--- config.mk ---
export PLATFORM = sky130hd
export DESIGN_NAME = mem_arbiter
export DESIGN_NICKNAME = d
export VERILOG_FILES = /design/src/rtl/mem_arb_pkg.sv /design/src/rtl/mem_arb_starve_cnt.sv /design/src/rtl/mem_arbiter.sv
export SDC_FILE = /design/constraint.sdc
export NUM_CORES = 1
export LEC_CHECK = 0
export ABC_AREA = 1
export BUFFER_PORTS_ARGS = -buffer_cell sky130_fd_sc_hd__buf_4
export CAP_MARGIN = 20
export CELL_PAD_IN_SITES_DETAIL_PLACEMENT = 1
export CELL_PAD_IN_SITES_GLOBAL_PLACEMENT = 1
export CORE_MARGIN = 3
export CORE_UTILIZATION = 14
export DETAILED_ROUTE_END_ITERATION = 7
export PLACE_DENSITY_LB_ADDON = 0.05
export SLEW_MARGIN = 20
export SYNTH_ARGS = -nofsm -noshare
export SYNTH_HDL_FRONTEND = slang
export SYNTH_SLANG_ARGS = --single-unit
--- constraint.sdc ---
create_clock -name clk -period 1.2 [get_ports clk]
set_clock_uncertainty 0.1 [all_clocks]
set_input_delay 0.06 -clock clk [delete_from_list [all_inputs] [get_ports clk]]
set_output_delay 0.06 -clock clk [all_outputs]
set_load 0.05 [all_outputs]
--- src/rtl/mem_arb_pkg.sv ---
// Shared types for the fetch / load-store memory arbiter.
// Optional starvation guard is enabled by MEM_ARB_STARVE_GUARD_EN.
package mem_arb_pkg;

  typedef enum logic [1:0] {
    RSP_NONE,
    RSP_IF,
    RSP_DM
  } rsp_tag_e;

  localparam int MAX_WAIT_DEF = 4;

endpackage

--- src/rtl/mem_arb_starve_cnt.sv ---
// Saturating count of consecutive fetch losses, with clear.
// Instantiated only when MEM_ARB_STARVE_GUARD_EN is defined.
module mem_arb_starve_cnt
  import mem_arb_pkg::*;
#(
  parameter int MAX_WAIT = MAX_WAIT_DEF,
  localparam int W = $clog2(MAX_WAIT + 1)
) (
  input  logic clk,
  input  logic rst,
  input  logic inc,
  input  logic clr,
  output logic at_max
);

  logic [W-1:0] cnt_d, cnt_q;

  assign at_max = (cnt_q == W'(MAX_WAIT));

  always_comb begin
    cnt_d = cnt_q;
    if (clr)
      cnt_d = '0;
    else if (inc && !at_max)
      cnt_d = cnt_q + W'(1);
  end

  always_ff @(posedge clk) begin
    if (rst)
      cnt_q <= '0;
    else
      cnt_q <= cnt_d;
  end

endmodule

--- src/rtl/mem_arbiter.sv ---
// Fetch vs load/store arbiter onto one single-port memory.
// Define MEM_ARB_STARVE_GUARD_EN to bound fetch starvation.
module mem_arbiter
  import mem_arb_pkg::*;
#(
  parameter int ADDR_WIDTH = 32,
  parameter int DATA_WIDTH = 32,
  parameter int MAX_WAIT   = MAX_WAIT_DEF
) (
  input  logic                    clk,
  input  logic                    rst,
  input  logic                    if_req,
  input  logic [ADDR_WIDTH-1:0]   if_addr,
  output logic                    if_gnt,
  output logic                    if_rvalid,
  output logic [DATA_WIDTH-1:0]   if_rdata,
  input  logic                    dm_req,
  input  logic                    dm_we,
  input  logic [ADDR_WIDTH-1:0]   dm_addr,
  input  logic [DATA_WIDTH-1:0]   dm_wdata,
  input  logic [DATA_WIDTH/8-1:0] dm_be,
  output logic                    dm_gnt,
  output logic                    dm_rvalid,
  output logic [DATA_WIDTH-1:0]   dm_rdata,
  input  logic                    mem_ready,
  output logic                    mem_en,
  output logic                    mem_we,
  output logic [ADDR_WIDTH-1:0]   mem_addr,
  output logic [DATA_WIDTH-1:0]   mem_wdata,
  output logic [DATA_WIDTH/8-1:0] mem_be,
  input  logic [DATA_WIDTH-1:0]   mem_rdata
);

  rsp_tag_e rsp_tag_d, rsp_tag_q;
  logic     force_if;

`ifdef MEM_ARB_STARVE_GUARD_EN
  logic wait_inc, wait_clr;

  assign wait_inc = if_req && mem_ready && !if_gnt;
  assign wait_clr = mem_ready && (if_gnt || !if_req);

  mem_arb_starve_cnt #(
    .MAX_WAIT (MAX_WAIT)
  ) u_starve_cnt (
    .clk    (clk),
    .rst    (rst),
    .inc    (wait_inc),
    .clr    (wait_clr),
    .at_max (force_if)
  );
`else
  // MAX_WAIT has no effect under strict dm-over-if priority
  logic unused_max_wait;
  assign unused_max_wait = (MAX_WAIT > 0);
  assign force_if        = 1'b0;
`endif

  always_comb begin
    if_gnt = 1'b0;
    dm_gnt = 1'b0;
    if (mem_ready) begin
      if (if_req && (!dm_req || force_if))
        if_gnt = 1'b1;
      else if (dm_req)
        dm_gnt = 1'b1;
    end
  end

  always_comb begin
    mem_en    = 1'b0;
    mem_we    = 1'b0;
    mem_addr  = '0;
    mem_wdata = '0;
    mem_be    = '0;
    rsp_tag_d = RSP_NONE;
    unique case (1'b1)
      if_gnt: begin
        mem_en    = 1'b1;
        mem_addr  = if_addr;
        mem_be    = '1;
        rsp_tag_d = RSP_IF;
      end
      dm_gnt: begin
        mem_en    = 1'b1;
        mem_we    = dm_we;
        mem_addr  = dm_addr;
        mem_wdata = dm_wdata;
        mem_be    = dm_be;
        rsp_tag_d = dm_we ? RSP_NONE : RSP_DM;
      end
      default: ;
    endcase
  end

  always_ff @(posedge clk) begin
    if (rst)
      rsp_tag_q <= RSP_NONE;
    else
      rsp_tag_q <= rsp_tag_d;
  end

  // A response in flight when reset hits is dropped
  assign if_rvalid = !rst && (rsp_tag_q == RSP_IF);
  assign dm_rvalid = !rst && (rsp_tag_q == RSP_DM);
  assign if_rdata  = mem_rdata;
  assign dm_rdata  = mem_rdata;

endmodule

# Yosys cells after proc, flatten, opt, wreduce, memory -nomap -nowiden
# Index checks and enable logic that the tools add are counted.
[word_totals]
reg_bits = 2
inputBits = 138
wordCells = 21
[classes]
n_eq_ne = 2
n_mux = 12
n_reduce_logical = 6
[op_table]
columns = ["cell", "n"]
rows = [
  ["32-bit one-hot mux with 2 select lines", 1],
  ["32-bit two-way mux", 1],
  ["4-bit one-hot mux with 2 select lines", 1],
  ["1-bit two-way mux", 7],
  ["2-bit one-hot mux with 2 select lines", 1],
  ["1-bit logical AND", 3],
  ["2-bit by 1-bit == test with 1-bit output (second input constant)", 1],
  ["2-bit == test (second input constant)", 1],
  ["1-bit zero test", 2],
  ["2-bit two-way mux", 1],
  ["2-bit OR reduction", 1],
]

# Logic depth before layout (Yosys ltp)
[logic_depth]
word_depth = 6
ltp_mapped = 6
depth_no_buf = 4

# Worst setup path before layout
# OpenSTA, ideal clock, no wires.
[synth_path]
path_kind = "register to output"
startpoint = "register rsp_tag_q[1]"
endpoint = "output dm_rvalid"
stages_incl_launch_ff = 3
required_ns = 1.040
arrival_time_ns = 1.371
setup_slack_ns = -0.331
cell_sequence = "dfxtp_1 > inv_1 > nor3_1"
[synth_via]
elab_chain_cells = 2
[synth_rtl]
columns = ["item", "line", "text"]
rows = [
  ["from (decl)", "mem_arbiter.sv:34", "rsp_tag_e rsp_tag_d, rsp_tag_q;"],
  ["from (signal assigned)", "mem_arbiter.sv:100", "rsp_tag_q <= rsp_tag_d;"],
  ["2-bit == test", "mem_arbiter.sv:105", "assign dm_rvalid = !rst && (rsp_tag_q == RSP_DM);"],
  ["1-bit logical AND", "mem_arbiter.sv:105", ""],
  ["to (decl)", "mem_arbiter.sv:23", "output logic dm_rvalid,"],
]
# Every way passes these cells.

# Worst setup path in the final report
[layout_path]
startpoint = "register rsp_tag_q[1]"
endpoint = "output if_rvalid"
[layout_via]
elab_chain_cells = 2
[layout_rtl]
columns = ["item", "line", "text"]
rows = [
  ["2-bit by 1-bit == test with 1-bit output", "mem_arbiter.sv:104", "assign if_rvalid = !rst && (rsp_tag_q == RSP_IF);"],
  ["1-bit logical AND", "mem_arbiter.sv:104", ""],
  ["to (decl)", "mem_arbiter.sv:15", "output logic if_rvalid,"],
]
# Every way passes these cells.

==> out/qor.yml <==
status: "completed"
setup_tns_ns: 0
clk_path_buf_depth: 2
synthFlopType: "dfxtp_1"
rsz0062_at_grt: "no"
cts_setup_buffers: 0
rows: 35
fmax_ghz: 0.938
worstMarginPinSlew_ns: 0.270
cts_root_buf: "clkbuf_8"
reg_top3: "rsp_tag_q: 2 flops"
netlist_area_sq_um: 1400
hold_class: "input pin to output pin"
start_util: 0.148
cts_inserted_buffers: 3
dp_hpwl_um: 5640
grt_pass1_wl_um: 10000
holdWs_ns: 0.0200
hold_depth: 0
track_usage: 0.109
avgSynthCellArea_sq_um: 5.30
core_sq_um: 9500
post-route-drc-count: 0
relSlewSlack: 0.820
syn_nets: 403
vias: 1963
setup_ws_ns: 0.134
endpoint_kind: "output pin"
dieArea_sq_um: 11300
io_buffers: 179
synth-seq-cells: 2
via_per_inst: 3.88
setup_viol: 0
num_antenna_cells: 0
holdPathEnd: "if_rdata[17]"
yosysTopAreaCell: "buf_4"
clk_pin_slew_ns: 0.03
critPathMaxStageDelay_ns: 0.28
finalHoldViolations: 0
synthDistinctLibCells: 13
critical_path_peak_fanout: 2
p_leak_uw: 0.00158
postSynthCellCount: 265
placed_cells: 501
ir_drop_uv: 192
largest_register_ffs: 2
min_from: "mem_rdata[17]"
top_register: "rsp_tag_q"
startpoint_type: "flip-flop"
dp_slack_ns: 0.146
clock_sinks: 2
wirelength_um: 6650
cp_data_required_time_ns: 1.04
gp_routability_congestion: 0.654
grt_max_degree: 36
antenna_found_initial: 0
synth_edf_count: 0
min_period_ns: 1.07
finalCritPeriodShare: 0.889
cap_violations: 0
slew_viol_final: 0
synth.most_common_cell: "nand2_1"
routedWlPerCell_um: 13.1
io-pin-count: 276
layout.nets: 517
ys_seq_area_frac: 0.0285
crit_arrival_ns: 0.91
synth_common_cells: "74 x nand2_1, 65 x buf_4, 35 x inv_1, 35 x nor2_1, 32 x nand4_1"
worstPathCellList: "inv_1 -> nand2_1 -> nor2_1 -> buf_4"
synth_area_leaders: "buf_4 35%, nand2_1 20%, nand4_1 14%"
cts_resized: 0
async_flop_share: 0
fp.dieH_um: 106
setup.worst_path.class: "flip-flop to output pin"
drtIter0Drc: 58
crit_slowest_cell: "dfxtp_1"
grt_pass1_vias: 1967
die_w_um: 106
yosysWarningCount: 0
synth_top_area_frac: 0.348
ant_nets: 0
syn_to_final_growth_pct: 78.5
tritoncts: "done"
fin_cells: 506
drive_gt1_frac: 0.517
cts_max_level: 1
p_per_area_nw_per_um2: 602
grt_overflow: 0
utilization: 0.264
firstDrtPassIters: 4
per-layer routing:
layer | part of all wire | track usage | vias to the layer above
met2 | 0.52 | 0.199 | 111
met4 | 0.015 | 0.0305 | 0
li1 | - | - | 970
met1 | 0.37 | 0.118 | 860
met5 | 0 | 0 | -
met3 | 0.10 | 0.0395 | 22
critical path, delay by kind of cell, from the launching register on:
family | cells | cell delay, ns
flops | 1 | 0.28
buf+inv | 2 | 0.27
simple gates | 2 | 0.13
worst max-delay path by stage:
stage / from / end / slack, ns
final: rsp_tag_q[1] / if_rvalid / 0.13
after detailed placement: mem_ready / mem_addr[30] / 0.15
after CTS: rsp_tag_q[1] / if_rvalid / 0.12
after global placement: mem_ready / mem_addr[30] / 0.16
after floorplan: mem_ready / mem_wdata[22] / -0.04
after global routing: dm_req / mem_be[1] / 0.04
cell families after synthesis:
| group | after synthesis | synth area share |
|---|---|---|
| buffers and inverters | 118 | 0.519 |
| flip-flops | 2 | 0.0285 |
| AND/OR/NAND/NOR | 145 | 0.453 |
layout make-up:
type	count	area, sq um
clock buffers	3	41.3
flip-flops and latches	2	40.0
fillers	1259	7000
inverters	37	141
multi-input cells	145	641
well taps	129	161
repair buffers	190	1480
through the flow:
| stage | power, uW | area, sq um |
|---|---|---|
| 5_1_grt | 1610 | 2510 |
| 3_3_place_gp | 1260 | 2440 |
| 3_5_place_dp | 1260 | 2440 |
| 4_1_cts | 1540 | 2510 |
| 2_1_floorplan | 1290 | 1410 |
| 6_report | 1510 | 2510 |
placed cells by master (no fill, tap or decap):
master | netlist | layout
nor3_2 | 0 | 1
buf_4 | 65 | 184
inv_2 | 1 | 1
dfxtp_1 | 2 | 2
buf_12 | 0 | 4
nand2_1 | 74 | 74
dlygate4sd3_1 | 0 | 2
inv_1 | 35 | 35
nor2_1 | 35 | 35
nor3_1 | 2 | 1
clkbuf_8 | 0 | 3
nand4_1 | 32 | 32
inv_4 | 1 | 1
nand2_4 | 1 | 1
nand3_1 | 1 | 1
what timing repair did:
action / CTS / global route
endpoints found under the hold margin: 2 / 0
hold buffers: 2 / 0
setup endpoints to repair: 0 / 0
power breakdown:
part	switching, uW	total [uW]	internal [uW]
logic	712	1180	463
registers	0.761	69.7	68.9
clock network	50.8	263	212
Note: power is estimated with default switching activity, not from simulation.
